===== config.mk =====
export PLATFORM = sky130hd
export DESIGN_NAME = seq_subtractor_4bit
export DESIGN_NICKNAME = d
export VERILOG_FILES = /design/src/rtl/seq_subtractor_4bit.sv
export SDC_FILE = /design/constraint.sdc
export NUM_CORES = 1
export LEC_CHECK = 0
export CAP_MARGIN = 20
export CORE_MARGIN = 5
export CORE_UTILIZATION = 40
export CTS_CLUSTER_DIAMETER = 80
export DETAILED_ROUTE_END_ITERATION = 16
export GPL_TIMING_DRIVEN = 0
export PLACE_DENSITY = 0.66
export SYNTH_ARGS = -nofsm -noshare
export SYNTH_HDL_FRONTEND = slang
export SYNTH_SLANG_ARGS = --single-unit

===== constraint.sdc =====
create_clock -name clk -period 1.36 [get_ports clk]
set_input_delay 0.272 -clock clk [delete_from_list [all_inputs] [get_ports clk]]
set_output_delay 0.272 -clock clk [all_outputs]
set_load 0.01 [all_outputs]

===== src/rtl/seq_subtractor_4bit.sv =====
// Bit-serial subtractor: Diff = A - B - Bin, one bit per clock, LSB first,
// built around a single borrow cell plus a borrow flop and start/busy/done handshake.
module seq_subtractor_4bit #(
   parameter int WIDTH = 4,
   parameter int CNT_W = 3
) (
   input  logic             clk,
   input  logic             rst_n,
   input  logic             start,
   input  logic [WIDTH-1:0] A,
   input  logic [WIDTH-1:0] B,
   input  logic             Bin,
   output logic             busy,
   output logic             done,
   output logic [WIDTH-1:0] Diff,
   output logic             Bout
);

   typedef enum logic [1:0] {
      IDLE = 2'd0,
      RUN  = 2'd1,
      DONE = 2'd2
   } state_t;

   state_t           state_r;
   state_t           state_next_s;
   logic [WIDTH-1:0] shift_a_r;
   logic [WIDTH-1:0] shift_b_r;
   logic [WIDTH-1:0] res_r;
   logic [WIDTH-1:0] res_next_s;
   logic [CNT_W-1:0] cnt_r;
   logic             br_r;
   logic             br_next_s;
   logic             d_s;
   logic             last_s;
   logic             busy_r;
   logic             done_r;
   logic [WIDTH-1:0] diff_r;
   logic             bout_r;

   // One-bit borrow cell; returns {borrow_out, difference}
   function automatic logic [1:0] sub_cell(input logic a, input logic b, input logic br);
      sub_cell = {(~a & b) | (~(a ^ b) & br), a ^ b ^ br};
   endfunction

   // Next-state decode and per-bit arithmetic
   always_comb begin
      state_next_s      = state_r;
      {br_next_s, d_s}  = sub_cell(shift_a_r[0], shift_b_r[0], br_r);
      res_next_s        = {d_s, res_r[WIDTH-1:1]};
      last_s            = (cnt_r == CNT_W'(WIDTH - 1));
      case (state_r)
         IDLE: begin
            if (start) begin
               state_next_s = RUN;
            end else begin
               state_next_s = IDLE;
            end
         end
         RUN: begin
            if (last_s) begin
               state_next_s = DONE;
            end else begin
               state_next_s = RUN;
            end
         end
         DONE:    state_next_s = IDLE;
         default: state_next_s = IDLE;
      endcase
   end

   // State register
   always_ff @(posedge clk or negedge rst_n) begin
      if (!rst_n) begin
         state_r <= IDLE;
      end else begin
         state_r <= state_next_s;
      end
   end

   // Operand shifters, borrow flop, counter and registered outputs
   always_ff @(posedge clk or negedge rst_n) begin
      if (!rst_n) begin
         shift_a_r <= {WIDTH{1'b0}};
         shift_b_r <= {WIDTH{1'b0}};
         res_r     <= {WIDTH{1'b0}};
         cnt_r     <= {CNT_W{1'b0}};
         br_r      <= 1'b0;
         busy_r    <= 1'b0;
         done_r    <= 1'b0;
         diff_r    <= {WIDTH{1'b0}};
         bout_r    <= 1'b0;
      end else begin
         case (state_r)
            IDLE: begin
               done_r <= 1'b0;
               if (start) begin
                  shift_a_r <= A;
                  shift_b_r <= B;
                  br_r      <= Bin;
                  cnt_r     <= {CNT_W{1'b0}};
                  res_r     <= {WIDTH{1'b0}};
                  busy_r    <= 1'b1;
               end else begin
                  busy_r    <= 1'b0;
               end
            end
            RUN: begin
               res_r     <= res_next_s;
               shift_a_r <= {1'b0, shift_a_r[WIDTH-1:1]};
               shift_b_r <= {1'b0, shift_b_r[WIDTH-1:1]};
               br_r      <= br_next_s;
               cnt_r     <= cnt_r + CNT_W'(1);
               // Result and borrow are published only on the final bit
               if (last_s) begin
                  diff_r <= res_next_s;
                  bout_r <= br_next_s;
                  done_r <= 1'b1;
               end else begin
                  done_r <= 1'b0;
               end
            end
            DONE: begin
               done_r <= 1'b0;
               busy_r <= 1'b0;
            end
            default: begin
               done_r <= 1'b0;
               busy_r <= 1'b0;
            end
         endcase
      end
   end

   assign busy = busy_r;
   assign done = done_r;
   assign Diff = diff_r;
   assign Bout = bout_r;

endmodule


# Yosys cells after proc, flatten, opt, wreduce, memory -nomap -nowiden
# Cells that the tools add are included.
# word_totals
inputBits,12
regBits,25
output_inout_bits,7
wordCells,42
# classes
n_bitwise,7
mux,17
eq_ne,3
reduce_logical,4
add_sub_neg,1
# op_table
cell,n
4-bit case mux with 2 select lines,3
4-bit two-way mux,3
3-bit case mux with 2 select lines,1
1-bit two-way mux,5
1-bit case mux with 2 select lines,2
2-bit case mux with 2 select lines,1
2-bit AND reduction,2
3-bit by 1-bit adder with 3-bit output (second input constant),1
3-bit by 2-bit == test with 1-bit output (second input constant),1
3-bit two-way mux,1
1-bit AND,2
2-bit by 1-bit == test with 1-bit output (second input constant),1
2-bit logical NOT,1
2-bit two-way mux,1
2-bit inequality test (second input constant),1
1-bit inverter,2
2-bit nonzero test,1
1-bit XOR,2
1-bit OR,1

# Depth between registers and ports, before layout
# depth
depth_word,5
mapped_depth,5
ltp_nobuf,5

# Least setup slack after synthesis
# No wires, ideal clock.
# synth_path
path_type,register to register
from,register cnt_r[0]
to,register diff_r[0] (netlist: Diff[0])
required_ns,1.235
path_slack_ns,0.008
n_path_buf,0
period_less_slack_ns,1.352
setup_time_ns,0.125
stages_incl_launch_ff,5
t_arrival_ns,1.227
path_cell_list,dfrtp_1 ha_1 ha_1 nand3b_2 mux2_2
# synth_between
elab_chain_len,2
# synth_rtl
element,line,source
from (decl),31,logic [CNT_W-1:0] cnt_r;
from (signal assigned),87,cnt_r <= {CNT_W{1'b0}};
from (signal assigned),101,cnt_r <= {CNT_W{1'b0}};
from (signal assigned),113,cnt_r <= cnt_r + CNT_W'(1);
3-bit by 2-bit == test with 1-bit output,51,last_s = (cnt_r == CNT_W'(WIDTH - 1));
2-bit AND reduction (no source line),-,
to (signal assigned),91,diff_r <= {WIDTH{1'b0}};
to (signal assigned),116,diff_r <= res_next_s;
to (decl),38,logic [WIDTH-1:0] diff_r;
# Every way passes these cells.
# A chain may end at the register's enable or synchronous reset.

# Worst setup path in the final report
# layout_path
from,register shift_b_r[0]
to,register diff_r[3] (netlist: Diff[3])
# layout_between
elab_chain_len,2
# layout_rtl
element,line,source
from (decl),28,logic [WIDTH-1:0] shift_b_r;
from (signal assigned),85,shift_b_r <= {WIDTH{1'b0}};
from (signal assigned),111,"shift_b_r <= {1'b0, shift_b_r[WIDTH-1:1]};"
1-bit XOR (2 in a row),43,"sub_cell = {(~a & b) | (~(a ^ b) & br), a ^ b ^ br};"
via d_s,34,logic d_s;
# The timed path passes the listed nets, and every way through them passes these cells.

==> qor.csv <==
metric;value;unit
status;finished clean;
cts_buffers;3;
hold_path.class;in2async;
p_int;0.00185;W
ys_seq_area_share;56.2;%
ys_ff_latch;23;
skew;4.13;ps
min_period;1320;ps
area_growth;33.3;%
r2r_start;shift_b_r[0];
r2r_end;Diff[3];
num_vias;766;
clk_latency;310;ps
pin_count;19;
design_area;0.00136;mm2
die_width;60.6;um
cts_tree;done;
maxCapViolations;0;
synth_xor_area_share;0;%
required;1580;ps
drt-pass1-iter-count;4;
grt_max_degree;24;
clockRootBuffer;clkbuf_4;
p_clk_share;11.0;%
dp_hpwl;1.43;mm
ant_nets;0;
seq_area;576;um2
layout_common_cells;23 x dfrtp_1, 11 x clkdlybuf4s50_1, 8 x buf_4;
synth_simple_gate_area_share;11.2;%
peakVddDrop;1.28;mV
syn_nets;102;
syn_avg_cell_area;11.8;um2
synth_warnings;0;
cts.sinks;23;
synthAdderAreaFrac;4.40;%
wl;2.02;mm
ys_types;23;
cp_slowest_cell;fa_1;
grt_first_pass_wirelength;3.48;mm
clock_path_buffers;2;
grt_use_total;12.5;%
start_util;41.7;%
ff2ff_path_depth;3;
fillCellCount;221;
detail_route.wl_per_cell;13.7;um
grt_pass1_vias;780;
crit_type;reg2reg;
multi_input_area;424;um2
cpPeakStageDelay;510;ps
p_sw_share;36.0;%
finalSetupViolations;0;
path_cells;inv_2, fa_1, mux2_2;
tightest_slew;438;ps
maxSlewViolCount;0;
dpl.cell_count;135;
startpoint;shift_b_r[0];
htree_levels;1;
drive_gt1_share;23.9;%
reg2reg_slack;40;ps
power_leakage;0.634;nW
placed_area;0.00124;mm2
finalHoldViolCount;0;
diodes;0;
worstSetupEndpointType;flop;
antenna_found_initial;0;
hold_ws;180;ps
max_slew_margin;70.7;%
synthesis.area;0.00102;mm2
power.density;2120;mW/mm2
synth_top_family_by_area;compound AO/OA/AOI/OAI gates;
mostFrequentLayoutCell;dfrtp_1;
clock.fmax;759;MHz
globalplace.congestion;0.813;
clkTransAtPathRegs;130;ps
final_nets;133;
via_per_inst;5.21;
net-switching-power;0.00104;W
synthMuxAreaShare;4.40;%
remaining_drc_errors;0;
gr-total-overflow;0;
drt_iter0_drc;24;
final_util;55.6;%
rows;18;
finalNonFillerCells;147;
worstPathArrival;1530;ps
critPathMaxFanout;2;
synth_compound_area_share;19.1;%
die_area;0.00367;mm2
syn-instance-count;87;
die-height;60.6;um
pwr-share-comb;48.6;%
cp-start-kind;flop;
finalCritPeriodShare;96.8;%
seqPwrFrac;40.4;%
core;0.00245;mm2
io_buffers;18;
state kept, by name, indices dropped and copies added (netlist names):
name       flops
state_r        1
Bout           1
done           1
Diff           4
br_r           1
shift_b_r      4
busy           1
cnt_r          3
shift_a_r      4
res_r          3
worst max path at each step:
stage	slack, ps	cells past startpoint	endpoint
6_report	40	3	Diff[3]
5_1_grt	-3	4	Diff[2]
4_1_cts	2	4	Diff[2]
3_5_place_dp	-220	4	br_r
3_3_place_gp	-200	4	br_r
2_1_floorplan	8	4	Diff[0]
cells in the mapped netlist:
| cell | instances | area (um2) |
|---|---|---|
| o32ai_1 | 5 | 43.8 |
| buf_6 | 1 | 11.3 |
| o22ai_1 | 5 | 31.3 |
| or2_1 | 1 | 6.26 |
| fa_1 | 1 | 20.0 |
| o21ai_0 | 6 | 30.0 |
| nand2b_1 | 4 | 25.0 |
| nand2_1 | 5 | 18.8 |
| o21bai_1 | 1 | 7.51 |
| a221oi_2 | 1 | 15.0 |
| a22o_1 | 4 | 35.0 |
| nor2b_1 | 2 | 12.5 |
| nor2_1 | 7 | 26.3 |
| inv_1 | 5 | 18.8 |
| mux2_2 | 4 | 45.0 |
| nand3b_1 | 2 | 15.0 |
| o221a_2 | 2 | 22.5 |
| a21oi_1 | 2 | 10.0 |
| nand3b_2 | 1 | 11.3 |
| dfrtp_1 | 23 | 576 |
| buf_2 | 2 | 10.0 |
| buf_4 | 1 | 7.51 |
| ha_1 | 2 | 25.0 |
metrics by stage:
stage	TNS, ps	setup slack (ps)	power [W]
2_1_floorplan	0	8.18	0.00204
3_3_place_gp	-5590	-203	0.00244
3_5_place_dp	-6460	-224	0.00248
4_1_cts	0	2.00	0.00279
5_1_grt	-3.14	-3.14	0.00312
6_report	0	43.2	0.00289
per-layer routing:
metal | global-route usage [%] | share of wire, % | up-vias
met1 | 18.5 | 48 | 373
met5 | 0 | 0 | -
met2 | 18.3 | 49 | 12
met3 | 1.91 | 1.9 | 4
li1 | - | - | 377
met4 | 4.64 | 1.3 | 0
layout make-up:
type / instances / area share [%]
clock inverters: 1 / 0.367
well taps: 30 / 2.75
multi-input cells: 55 / 31.1
plain buffers: 4 / 2.11
flip-flops and latches: 23 / 42.2
clock buffers: 3 / 1.65
inverters: 5 / 1.38
repair buffers: 26 / 18.4
kinds of logic after synthesis:
logic type | count (synthesis)
AOI/OAI and AO/OA | 26
DFF | 23
and+or+nand+nor | 22
buffers and inverters | 9
muxes | 4
adders and majority gates | 3
power groups by stage:
stage | sequential, W | combinational [W] | clock [W]
3_5_place_dp | 0.00119 | 0.00129 | 0
6_report | 0.00117 | 0.00140 | 0.000318
5_1_grt | 0.00121 | 0.00155 | 0.000359
4_1_cts | 0.00117 | 0.00130 | 0.000325
2_1_floorplan | 0.00119 | 0.000847 | 0
3_3_place_gp | 0.00118 | 0.00126 | 0
critical path: cells and delay by family (launching register included):
| family | cells | cell delay, ps |
|---|---|---|
| adders and majority gates | 1 | 510 |
| DFF | 1 | 390 |
| muxes | 1 | 270 |
| buffers and inverters | 1 | 50 |
timing repair:
action	CTS	global route
hold buffers	0	0
resized for setup	9	4
pin swaps	1	1
setup buffers	3	4
setup endpoints to repair	11	4
hold endpoints to repair	0	0
Power figures use the tool's default switching activity.
